$ cat src/rtl/bt2_tx_queue_pkg.sv
// Purpose : shared types and default sizing for the BT2 TX queue.
// Latency : n/a (types and constants only).
// Backpres: n/a.
package bt2_tx_queue_pkg;

    // Default sizing, also used by the RX-side block.
    localparam int DEPTH_DEF  = 16;
    localparam int ADDR_W_DEF = 4;

    // Send sequencer states.
    typedef enum logic {
        ST_IDLE = 1'b0,
        ST_SEND = 1'b1
    } state_e;

endpackage

$ cat src/rtl/bt2_tx_queue_if.sv
// Purpose : byte-push and UART send/sent signals of the BT2 TX queue in one bundle.
// Latency : n/a (wires only).
// Backpres: full/overflow on the push side; the send/sent handshake on the UART side.
// Ports   : slave = queue side, master = user logic plus UART side.
interface bt2_tx_queue_if
    import bt2_tx_queue_pkg::*;
#(
    parameter int ADDR_W = ADDR_W_DEF
);
    logic [7:0]    wr_data;
    logic          wr_en;
    logic          full;
    logic          empty;
    logic [ADDR_W:0] count;
    logic          overflow;
    logic          clr_overflow;
    logic          busy;
    logic [7:0]    char_in;
    logic          send;
    logic          sent;

    modport slave (
        input  wr_data, wr_en, clr_overflow, sent,
        output full, empty, count, overflow, busy, char_in, send
    );

    modport master (
        output wr_data, wr_en, clr_overflow, sent,
        input  full, empty, count, overflow, busy, char_in, send
    );
endinterface

$ cat src/rtl/bt2_fifo_mem.sv
// Purpose : DEPTH x 8 byte storage for the TX queue; contents are not reset.
// Latency : write lands on the clock edge; read is combinational from rd_addr.
// Backpres: none; the caller only writes when the queue has room.
// Ports   : clk, wr_en/wr_addr/wr_data (sync write), rd_addr -> rd_data (async read).
module bt2_fifo_mem #(
    parameter int DEPTH  = 16,
    parameter int ADDR_W = 4
) (
    input  logic              clk,
    input  logic              wr_en,
    input  logic [ADDR_W-1:0] wr_addr,
    input  logic [7:0]        wr_data,
    input  logic [ADDR_W-1:0] rd_addr,
    output logic [7:0]        rd_data
);
    logic [7:0] mem [DEPTH];

    always_ff @(posedge clk) begin
        if (wr_en) begin
            mem[wr_addr] <= wr_data;
        end
    end

    assign rd_data = mem[rd_addr];
endmodule

$ cat src/rtl/bt2_tx_queue.sv
// Purpose : byte FIFO feeding the PMOD BT2 UART one byte per send/sent handshake.
// Latency : write at edge N into an idle empty queue -> send=1 after edge N+1.
// Backpres: writes at full are dropped and flag sticky overflow; pops wait for sent=0.
// Ports   : clk, rst_n (async active-low), bus (bt2_tx_queue_if.slave).
module bt2_tx_queue
    import bt2_tx_queue_pkg::*;
#(
    parameter int DEPTH  = DEPTH_DEF,
    parameter int ADDR_W = ADDR_W_DEF
) (
    input  logic          clk,
    input  logic          rst_n,
    bt2_tx_queue_if.slave bus
);
    localparam int CNT_W = ADDR_W + 1;

    state_e            state_q, state_d;
    logic [ADDR_W-1:0] rd_ptr_q, rd_ptr_d;
    logic [ADDR_W-1:0] wr_ptr_q, wr_ptr_d;
    logic [CNT_W-1:0]  count_q, count_d;
    logic              full_q, full_d;
    logic              empty_q, empty_d;
    logic              ovf_q, ovf_d;
    logic [7:0]        char_q, char_d;
    logic [7:0]        rd_data;
    logic              wr_acc;
    logic              wr_drop;
    logic              pop;

    bt2_fifo_mem #(
        .DEPTH  (DEPTH),
        .ADDR_W (ADDR_W)
    ) u_mem (
        .clk     (clk),
        .wr_en   (wr_acc),
        .wr_addr (wr_ptr_q),
        .wr_data (bus.wr_data),
        .rd_addr (rd_ptr_q),
        .rd_data (rd_data)
    );

    always_comb begin
        // Registered full gates the write, so a pop in the same cycle does
        // not make room for it.
        wr_acc   = bus.wr_en && !full_q;
        wr_drop  = bus.wr_en && full_q;
        pop      = 1'b0;
        state_d  = state_q;
        rd_ptr_d = rd_ptr_q;
        wr_ptr_d = wr_ptr_q;
        count_d  = count_q;
        char_d   = char_q;
        ovf_d    = ovf_q;

        case (state_q)
            ST_IDLE: begin
                // The !sent guard waits for the UART to finish clearing sent
                // from the previous byte, so no byte is handed over twice.
                if (!empty_q && !bus.sent) begin
                    pop      = 1'b1;
                    char_d   = rd_data;
                    rd_ptr_d = rd_ptr_q + ADDR_W'(1);
                    state_d  = ST_SEND;
                end
            end
            ST_SEND: begin
                if (bus.sent) begin
                    state_d = ST_IDLE;
                end
            end
            default: state_d = ST_IDLE;
        endcase

        if (wr_acc) begin
            wr_ptr_d = wr_ptr_q + ADDR_W'(1);
        end

        case ({wr_acc, pop})
            2'b10:   count_d = count_q + CNT_W'(1);
            2'b01:   count_d = count_q - CNT_W'(1);
            default: count_d = count_q;
        endcase

        // Pointers wrap silently; the count tells full apart from empty.
        full_d  = (count_d == CNT_W'(DEPTH));
        empty_d = (count_d == '0);

        // A drop in the same cycle as a clear keeps the flag set.
        if (wr_drop) begin
            ovf_d = 1'b1;
        end else if (bus.clr_overflow) begin
            ovf_d = 1'b0;
        end
    end

    always_ff @(posedge clk or negedge rst_n) begin
        if (!rst_n) begin
            state_q  <= ST_IDLE;
            rd_ptr_q <= '0;
            wr_ptr_q <= '0;
            count_q  <= '0;
            full_q   <= 1'b0;
            empty_q  <= 1'b1;
            ovf_q    <= 1'b0;
            char_q   <= 8'h00;
        end else begin
            state_q  <= state_d;
            rd_ptr_q <= rd_ptr_d;
            wr_ptr_q <= wr_ptr_d;
            count_q  <= count_d;
            full_q   <= full_d;
            empty_q  <= empty_d;
            ovf_q    <= ovf_d;
            char_q   <= char_d;
        end
    end

    // send and busy both mean "a byte is in flight".
    assign bus.send     = (state_q == ST_SEND);
    assign bus.busy     = (state_q == ST_SEND);
    assign bus.char_in  = char_q;
    assign bus.count    = count_q;
    assign bus.full     = full_q;
    assign bus.empty    = empty_q;
    assign bus.overflow = ovf_q;
endmodule

$ cat src/flat_wrapper.sv
// flat-port wrapper written by rule: the top's interface ports become plain ports
module bt2_tx_queue_flat import bt2_tx_queue_pkg::*;
#(
    parameter int DEPTH  = DEPTH_DEF,
    parameter int ADDR_W = ADDR_W_DEF
)
  (clk, rst_n, bus_wr_data, bus_wr_en, bus_clr_overflow, bus_sent, bus_full, bus_empty, bus_count, bus_overflow, bus_busy, bus_char_in, bus_send);
  bt2_tx_queue_if #(.ADDR_W(ADDR_W)) bus_i ();
  input  logic clk;
  input  logic rst_n;
  input wire logic [$bits(bus_i.wr_data)-1:0] bus_wr_data;
  input wire logic [$bits(bus_i.wr_en)-1:0] bus_wr_en;
  input wire logic [$bits(bus_i.clr_overflow)-1:0] bus_clr_overflow;
  input wire logic [$bits(bus_i.sent)-1:0] bus_sent;
  output wire logic [$bits(bus_i.full)-1:0] bus_full;
  output wire logic [$bits(bus_i.empty)-1:0] bus_empty;
  output wire logic [$bits(bus_i.count)-1:0] bus_count;
  output wire logic [$bits(bus_i.overflow)-1:0] bus_overflow;
  output wire logic [$bits(bus_i.busy)-1:0] bus_busy;
  output wire logic [$bits(bus_i.char_in)-1:0] bus_char_in;
  output wire logic [$bits(bus_i.send)-1:0] bus_send;
  assign bus_i.wr_data = bus_wr_data;
  assign bus_i.wr_en = bus_wr_en;
  assign bus_i.clr_overflow = bus_clr_overflow;
  assign bus_i.sent = bus_sent;
  assign bus_full = bus_i.full;
  assign bus_empty = bus_i.empty;
  assign bus_count = bus_i.count;
  assign bus_overflow = bus_i.overflow;
  assign bus_busy = bus_i.busy;
  assign bus_char_in = bus_i.char_in;
  assign bus_send = bus_i.send;
  bt2_tx_queue #(.DEPTH(DEPTH), .ADDR_W(ADDR_W)) u_core (.clk(clk), .rst_n(rst_n), .bus(bus_i));
endmodule
$ cat config.mk
export PLATFORM = sky130hd
export DESIGN_NAME = bt2_tx_queue_flat
export DESIGN_NICKNAME = d
export VERILOG_FILES = /design/src/rtl/bt2_tx_queue_pkg.sv /design/src/rtl/bt2_tx_queue_if.sv /design/src/rtl/bt2_fifo_mem.sv /design/src/rtl/bt2_tx_queue.sv /design/src/flat_wrapper.sv
export SDC_FILE = /design/constraint.sdc
export NUM_CORES = 1
export LEC_CHECK = 0
export CORE_ASPECT_RATIO = 0.9
export CORE_MARGIN = 2
export CORE_UTILIZATION = 45
export DETAILED_ROUTE_END_ITERATION = 8
export PLACE_DENSITY = 0.69
export SETUP_SLACK_MARGIN = 0.3
export SYNTH_ARGS = -nofsm -noshare
export SYNTH_HDL_FRONTEND = slang
export SYNTH_SLANG_ARGS = --single-unit
$ cat constraint.sdc
create_clock -name clk -period 5.6 [get_ports clk]
set_clock_uncertainty 0.05 [all_clocks]
set_input_delay 0.84 -clock clk [delete_from_list [all_inputs] [get_ports clk]]
set_output_delay 0.84 -clock clk [all_outputs]
set_load 0.05 [all_outputs]
Yosys cells after proc, flatten, opt, wreduce, memory -nomap -nowiden
Memory sizes are Yosys's and may differ from the RTL's. A register that Yosys moved wholly into a read port is not among the register bits.
Cells that the tools add are included.
Widths: inputs -> output; s select.
{"block": "totals", "ramBits": 128, "ff_bits": 17, "inputBits": 13, "memories": 1, "output_inout_bits": 18}
{"block": "op_classes", "addsub": 4, "mux": 9, "eq_ne": 3, "bitwise_logic": 1, "n_reduce_logical": 10}
{"name": "u_core.u_mem.mem", "words": 16, "word_bits": 8, "rd": 1, "rd_clocked_by_memory_dff": 1, "write_ports": 1, "line": "bt2_fifo_mem.sv:16", "rtl": "logic [7:0] mem [DEPTH];"}
{"cell": "$pmux 5 s2", "n": 1}
{"cell": "$add 4x1->4 const B", "n": 2}
{"cell": "$mux 1", "n": 7}
{"cell": "$add 5x1->5 const B", "n": 1}
{"cell": "$eq 5x5->1 const B", "n": 1}
{"cell": "$logic_not 5->1", "n": 1}
{"cell": "$sub 5x1->5 const B", "n": 1}
{"cell": "$logic_not 1->1", "n": 4}
{"cell": "$logic_and 1x1->1", "n": 3}
{"cell": "$eq 2x1->1 const B", "n": 1}
{"cell": "$eq 2x2->1 const B", "n": 1}
{"cell": "$pmux 1 s2", "n": 1}
{"cell": "$reduce_and 2->1", "n": 1}
{"cell": "$reduce_bool 2->1", "n": 1}
{"cell": "$not 1->1", "n": 1}

Depth between registers and ports, before layout
Gate-level depths: netlist of the first run.
{"block": "logic_depth", "ltp_word": 7, "depth_mapped": 11, "ltp_nobuf": 10}

By module
From an unflattened synthesis of the first run, not the netlist that was laid out.
{"block": "hier_totals", "cells_unflattened": 320, "hier_area_um2": 6242.2}
{"module": "bt2_fifo_mem", "n_inst": 1, "cells_per_inst": 221, "area_per_inst_um2": 4987.3}
{"module": "bt2_tx_queue", "n_inst": 1, "cells_per_inst": 99, "area_per_inst_um2": 1255.0}

Least setup slack after synthesis of the first run
OpenSTA, ideal clock, no wires.
{"block": "synth_path", "kind": "input -> register", "from": "in bus_sent", "to": "reg u_core.full_q (netlist: u_core.bus.full)", "slack_ns": 2.849, "required_ns": 5.468, "cell_stages": 10, "arrival_time_ns": 2.619, "cell_sequence": "or3_4 > clkinv_8 > nand2_8 > xnor2_1 > ha_1 > nor3b_1 > a31o_1 > a22oi_2 > xnor2_2 > nor3b_2"}
{"block": "synth_via", "elab_chain_len": 7, "word_cells_on_any_way": 8, "cone_classes": "eq/ne: 3; mux: 3; reduce/logical: 2"}
{"element": "from (decl)", "line": "flat_wrapper.sv:14", "rtl": "input wire logic [$bits(bus_i.sent)-1:0] bus_sent;"}
{"element": "$logic_not 1->1 *", "line": "bt2_tx_queue.sv:59", "rtl": "if (!empty_q && !bus.sent) begin"}
{"element": "$logic_and 1x1->1 *", "line": "bt2_tx_queue.sv:59"}
{"element": "$mux 1 *", "line": "bt2_tx_queue.sv:59"}
{"element": "$mux 1 *", "line": "bt2_tx_queue.sv:55", "rtl": "case (state_q)"}
{"element": "$eq 2x1->1 / $eq 2x2->1 (equally long branches)", "line": "bt2_tx_queue.sv:78", "rtl": "case ({wr_acc, pop})"}
{"element": "$pmux 5 s2 *", "line": "bt2_tx_queue.sv:78"}
{"element": "named net u_core.count_d[4]", "line": "bt2_tx_queue.sv:20", "rtl": "logic [CNT_W-1:0] count_q, count_d;"}
{"element": "$eq 5x5->1 *", "line": "bt2_tx_queue.sv:85", "rtl": "full_d = (count_d == CNT_W'(DEPTH));"}
{"element": "named net u_core.full_d", "line": "bt2_tx_queue.sv:21", "rtl": "logic full_q, full_d;"}
{"element": "to (signal assigned)", "line": "bt2_tx_queue.sv:111", "rtl": "full_q <= full_d;"}
{"element": "to (decl)", "line": "bt2_tx_queue.sv:21"}
The timed path passes the listed nets; every way through them passes the cells marked *.
A chain may end at the register's enable or synchronous reset.

Worst setup path in the final report of the first run
{"block": "layout_path", "from": "in bus_wr_en", "to": "reg u_core.full_q (netlist: u_core.bus.full)"}
{"block": "layout_via", "elab_chain_len": 4, "word_cells_on_any_way": 5, "cone_classes": "eq/ne: 3; mux: 1; reduce/logical: 1"}
{"element": "from (decl)", "line": "flat_wrapper.sv:12", "rtl": "input wire logic [$bits(bus_i.wr_en)-1:0] bus_wr_en;"}
{"element": "$logic_and 1x1->1 *", "line": "bt2_tx_queue.sv:45", "rtl": "wr_acc = bus.wr_en && !full_q;"}
{"element": "$eq 2x1->1 / $eq 2x2->1 (equally long branches)", "line": "bt2_tx_queue.sv:78"}
{"element": "$pmux 5 s2 *", "line": "bt2_tx_queue.sv:78"}
{"element": "$eq 5x5->1 *", "line": "bt2_tx_queue.sv:85"}
{"element": "named net u_core.full_d", "line": "bt2_tx_queue.sv:21"}
Marked as above.

==> results of run 1 <==
[routing by layer]
layer  routed length [µm]  up-vias  GRT usage [%]
met3                  656       12           5.82
met2                 5600       80           26.1
met4                  113        0           4.98
li1                     -     1370              -
met5                    0        -              0
met1                 5060     1555           23.1
[power by group]
group / internal (µW) / switching [µW]
combinational: 511 / 662
clock: 654 / 442
sequential: 1420 / 153
[state kept, by name, summed over array words and instances, names as in the netlist]
signal / flops
u_core.bus.busy: 1
u_core.bus.char_in: 8
u_core.bus.count: 5
u_core.bus.empty: 1
u_core.bus.full: 1
u_core.bus.overflow: 1
u_core.rd_ptr_q: 4
u_core.u_mem.mem: 128
u_core.wr_ptr_q: 4
[cell type report]
| type | instances | area (µm²) | area share (%) |
|---|---|---|---|
| well taps | 168 | 210 | 2.90 |
| clock inverters | 15 | 153 | 2.11 |
| multi-input cells | 153 | 1620 | 22.3 |
| inverters | 9 | 48.8 | 0.673 |
| repair buffers | 33 | 323 | 4.45 |
| clock buffers | 17 | 425 | 5.87 |
| flip-flops and latches | 153 | 4470 | 61.7 |
[kinds of logic after synthesis]
logic type	share of synthesized area, %
AO/OA/AOI/OAI	2.83
multiplexers	14.4
flip-flops	71.6
buffers and inverters	2.45
AND/OR/NAND/NOR	5.09
XOR/XNOR	2.20
adder cells (fa/ha/maj)	1.40
[worst paths after layout]
check | start | to | cells after the start
setup / recovery | bus_wr_en | u_core.bus.full | 11
hold / removal | u_core.bus.char_in[1] | u_core.bus.char_in[1] | 2
setup reg to reg | u_core.bus.full | u_core.bus.full | 10
hold reg to reg | u_core.bus.char_in[1] | u_core.bus.char_in[1] | 2
max in group asynchronous | rst_n | u_core.bus.empty | 2
min in group asynchronous | rst_n | u_core.bus.overflow | 2
[cell usage after synthesis, types with 2 or more instances]
master and count:
mux4_2 27, mux4_1 5, nand2_1 10, buf_6 2, clkbuf_1 3, inv_1 7
buf_4 2, dfrtp_1 24, ha_1 7, o21ai_0 6, nor2_1 12, and2_1 16
xnor2_1 12, o21ai_1 5, buf_2 7, nand2b_1 2, xnor2_2 2, a21oi_1 13
nand4_1 2, nor3b_1 2, mux2i_1 16, edfxtp_1 128
[critical path, cell delays in order]
cell	delay [ns]
clkdlybuf4s50_1	0.47
nor2b_1	0.61
inv_4	0.15
nand2_8	0.14
xnor2_1	0.07
ha_1	0.24
a21oi_1	0.26
xnor2_1	0.18
xnor2_1	0.08
a41oi_1	0.34
nor3b_2	0.08
[through the flow]
| step | hold slack [ns] | instance area [µm²] | worst slack [ns] | instances |
|---|---|---|---|---|
| final | 0.455 | 7250 | 2.39 | 548 |
| after global routing | 0.499 | 7250 | 2.22 | 548 |
| after detailed placement | 0.451 | 6670 | 1.94 | 516 |
| after CTS | 0.464 | 7250 | 2.37 | 548 |
| after floorplan | 0.428 | 6240 | 2.85 | 330 |
| after global placement | 0.431 | 6670 | 2.11 | 516 |
[placed cells by master, fill, tap and decap left out, drive strengths merged, types with 7 or more instances in the layout]
cell and n:
mux4 32, nand2 11, edfxtp 128, o21ai 11, mux2i 16, ha 7
a21oi 13, clkinvlp 7, clkbuf 17, clkdlybuf4s50 30, and2 16, inv 10
xnor2 14, dfrtp 24, nor2 12
==> impl_metrics.json, run 1 <==
{
  "antenna_left": 0,
  "post_synth.cell_area_avg_um2": 18.9,
  "r2r_setup_slack_ns": 2.90,
  "maxClockFrequency_ghz": 0.312,
  "cts-resized-gates": 0,
  "routedWlPerCell_um": 20.9,
  "syn_to_final_growth_pct": 16.2,
  "endpoint_kind": "flop",
  "synth_warnings": 0,
  "antenna_found_initial": 0,
  "viasPerCell": 5.51,
  "cts_sinks": 153,
  "grt_setup_unrepaired": "false",
  "cts.clk_slew.worst_paths_ns": 0.06,
  "ys_ff_latch": 153,
  "syn-num-nets": 350,
  "setup_tns_ns": 0,
  "relSlewSlack_pct": 31.5,
  "grt_max_degree": 36,
  "grt_pass1_vias": 3112,
  "ir_worst_vdd_v": 0.000280,
  "fillers": 1018,
  "core_um2": 13500,
  "yosysTopAreaCellShare_pct": 61.6,
  "critPathLaunchType": "input port",
  "synthCells": 330,
  "finalCriticalPeriod_ns": 3.21,
  "utilization_pct": 53.9,
  "dieArea_um2": 14800,
  "post_cts_buffers": 0,
  "dp_hpwl_um": 7480,
  "crit_type": "in2reg",
  "grt_use_total_pct": 16.9,
  "die_w_um": 128,
  "p_total_uw": 3840,
  "power_density_nw_per_um2": 530,
  "synth_area_leaders": "edfxtp_1, mux4_2, dfrtp_1",
  "critPathMaxFanout": 9,
  "hold_buffers": 0,
  "async_flop_share_pct": 16.3,
  "drc": 0,
  "ys_seq_area_share_pct": 71.6,
  "worst_slew_pin_slew_ns": 1.03,
  "insertedDiodeCount": 0,
  "die_y_um": 116,
  "worstSkewPairLatency_ns": 0.42,
  "port_buffers": 30,
  "slew_violations": 0,
  "fin_nets": 387,
  "rows": 40,
  "maxCapViolations": 0,
  "setup_viol": 0,
  "ys.flop_type": "edfxtp_1",
  "grt_pass1_wl_um": 17800,
  "routed_wl_um": 11400,
  "syn_area_um2": 6240,
  "clock-root-buffer": "clkbuf_16",
  "p_leak_uw": 0.00245,
  "period_share_pct": 57.3,
  "gp_congestion": 0.768,
  "status": "complete, no violations",
  "ios": 31,
  "critPathRequiredTime_ns": 5.85,
  "cts.path.max_buffers": 2,
  "first_pass_iters": 4,
  "synth_edf_count": 128,
  "worstPathArrival_ns": 3.46,
  "yosysTopAreaCell": "edfxtp_1",
  "drtIter0Drc": 248,
  "finalHoldViolCount": 0,
  "ys_types": 42,
  "overflow": 0,
  "tritoncts": "yes",
  "cts_buffers": 17,
  "drive_above_1_share_pct": 19.2,
  "htree_num_levels": 4,
  "num_vias": 3017,
  "hp-class": "reg2reg",
  "start_util_pct": 46.4
}
(Power assumes the default switching activity.)
==> run 2, diff against run 1 <==
==> constraint.sdc (replaced) <==
create_clock -name clk -period 3.1 [get_ports clk]
set_clock_uncertainty 0.05 [all_clocks]
set_input_delay 0.465 -clock clk [delete_from_list [all_inputs] [get_ports clk]]
set_output_delay 0.465 -clock clk [all_outputs]
set_load 0.05 [all_outputs]
==> run 2 against run 1 <==
  * Final area up 1.5%
  * Sequential power up 85%
  * Clock power up 100%
  * Count of clock-buffer cells in the layout grew 2
  * Critical path depth did not move
  * First-iteration DRC count up 9.7%
  * Flip-flop and latch count did not move
  * Critical path type unchanged
==> impl_metrics.json, run 2 (synthesized netlist as in run 1, its figures left out) <==
{
  "gp_congestion": 0.821,
  "routed_wl_um": 11800,
  "reg2reg_depth": 10,
  "finalCriticalPeriod_ns": 2.51,
  "worstPathArrival_ns": 2.75,
  "dieArea_um2": 14800,
  "cts.clk_slew.worst_paths_ns": 0.06,
  "grt_pass1_wl_um": 18800,
  "port_buffers": 30,
  "grt_max_degree": 27,
  "ios": 31,
  "sw_frac_of_total_pct": 31.4,
  "top_register": "u_core.u_mem.mem",
  "cts.path.max_buffers": 2,
  "p_sw_uw": 2260,
  "setup_viol": 0,
  "cts_buffers": 17,
  "worst_slew_pin_slew_ns": 0.787,
  "reg2reg_from": "u_core.bus.empty",
  "crit_type": "in2reg",
  "critPathLaunchType": "input port",
  "fin_nets": 392,
  "critPathMaxFanout": 8,
  "endpoint_kind": "flop",
  "routedWlPerCell_um": 21.4,
  "dp_hpwl_um": 7660,
  "largest_reg_flops": 128,
  "die_w_um": 128,
  "status": "complete, no violations",
  "setup_tns_ns": 0,
  "drive_above_1_share_pct": 19.5,
  "cts_sinks": 153,
  "combPwrFrac_pct": 29.0,
  "syn_to_final_growth_pct": 17.9,
  "slew_violations": 0,
  "finalHoldViolCount": 0,
  "r2r_setup_slack_ns": 0.71,
  "insertedDiodeCount": 0,
  "worstSkewPairLatency_ns": 0.42,
  "maxCapViolations": 0,
  "post_dp_cell_area_um2": 6720,
  "antenna_found_initial": 0,
  "maxClockFrequency_ghz": 0.399,
  "p_leak_uw": 0.00251,
  "antenna_left": 0,
  "seqCellArea_um2": 4470,
  "relSlewSlack_pct": 47.5,
  "final_common_cell": "edfxtp_1",
  "die_y_um": 116,
  "final_cell_mix": "edfxtp_1, clkdlybuf4s50_1, mux4_2, dfrtp_1, clkbuf_16",
  "post_cts_buffers": 0,
  "grt_pass1_vias": 3272,
  "power_frac_clock_pct": 30.8,
  "grt_use_total_pct": 17.8,
  "fillers": 1003,
  "core_um2": 13500,
  "first_pass_iters": 4,
  "intPower_uw": 4950,
  "drtIter0Drc": 272,
  "hold_buffers": 0,
  "reg2reg_to": "u_core.bus.full",
  "period_share_pct": 80.9,
  "viasPerCell": 5.55,
  "tritoncts": "yes",
  "overflow": 0,
  "num_vias": 3067,
  "grt_setup_unrepaired": "false",
  "multiInputGateArea_um2": 1620,
  "htree_num_levels": 4,
  "ir_worst_vdd_v": 0.000488,
  "start_util_pct": 46.4,
  "hp-class": "in2async",
  "seqPwrFrac_pct": 40.2,
  "clock-root-buffer": "clkbuf_16",
  "final_area_um2": 7360,
  "critPathRequiredTime_ns": 3.34,
  "drc": 0,
  "power_density_nw_per_um2": 980,
  "cts-resized-gates": 0,
  "rows": 40
}
[run 2: cell types whose count changed in the layout (fill, tap and decap cells not counted), sizes merged]
cell,previous run,this run
inv,10,8
clkinvlp,7,4
buf,3,8
clkbuf,17,19
bufinv,2,5
[run 2: how the worst max path moves through the flow]
stage          slack, ns         endpoint             from  cells past startpoint
2_1_floorplan       0.60  u_core.bus.full  u_core.bus.busy                     10
4_1_cts             0.62  u_core.bus.full         bus_sent                     11
3_5_place_dp        0.18  u_core.bus.full         bus_sent                     11
5_1_grt             0.46  u_core.bus.full         bus_sent                     11
6_report            0.59  u_core.bus.full         bus_sent                     11
3_3_place_gp        0.25  u_core.bus.full         bus_sent                     11
[run 2: layout make-up]
class	count	share of cell area [%]
tap	168	2.86
clock inverter	13	2.74
clock buffer	19	5.88
inverter	9	0.663
timing repair buffer	38	5.07
multi-input combinational	153	22.0
sequential	153	60.8
[run 2: power groups by stage]
stage | registers [µW] | clock network (µW) | logic [µW]
after floorplan | 3070 | 0 | 1370
after global placement | 2940 | 0 | 2080
after detailed placement | 2950 | 0 | 2110
after CTS | 2910 | 2250 | 2120
after global routing | 2950 | 2320 | 2250
final | 2900 | 2220 | 2090
[run 2: worst max-delay path, cell delays in order]
cell and delay, ns:
clkdlybuf4s50_1 0.42, or3_4 0.44, clkinv_8 0.09, nand2_8 0.06, xnor2_1 0.13, ha_1 0.23, a21oi_1 0.25, xnor2_1 0.17
xnor2_1 0.09, a41oi_1 0.33, nor3b_2 0.07
[run 2: metrics by stage]
| step | utilization (%) | worst slack [ns] | total power, µW | hold slack [ns] | instances |
|---|---|---|---|---|---|
| global route | 54.6 | 0.457 | 7530 | 0.398 | 553 |
| finish | 54.6 | 0.593 | 7210 | 0.382 | 553 |
| global placement | 49.9 | 0.249 | 5020 | 0.437 | 521 |
| floorplan | - | 0.598 | 4440 | 0.119 | 330 |
| CTS | 54.6 | 0.622 | 7280 | 0.372 | 553 |
| detailed placement | 49.9 | 0.179 | 5060 | 0.449 | 521 |
[run 2: per-layer routing]
metal | vias up | track usage, % | wire (µm)
li1 | 1375 | - | -
met1 | 1574 | 25.0 | 5230
met2 | 109 | 27.3 | 5530
met3 | 9 | 5.22 | 988
met4 | 0 | 5.79 | 93
met5 | - | 0 | 0
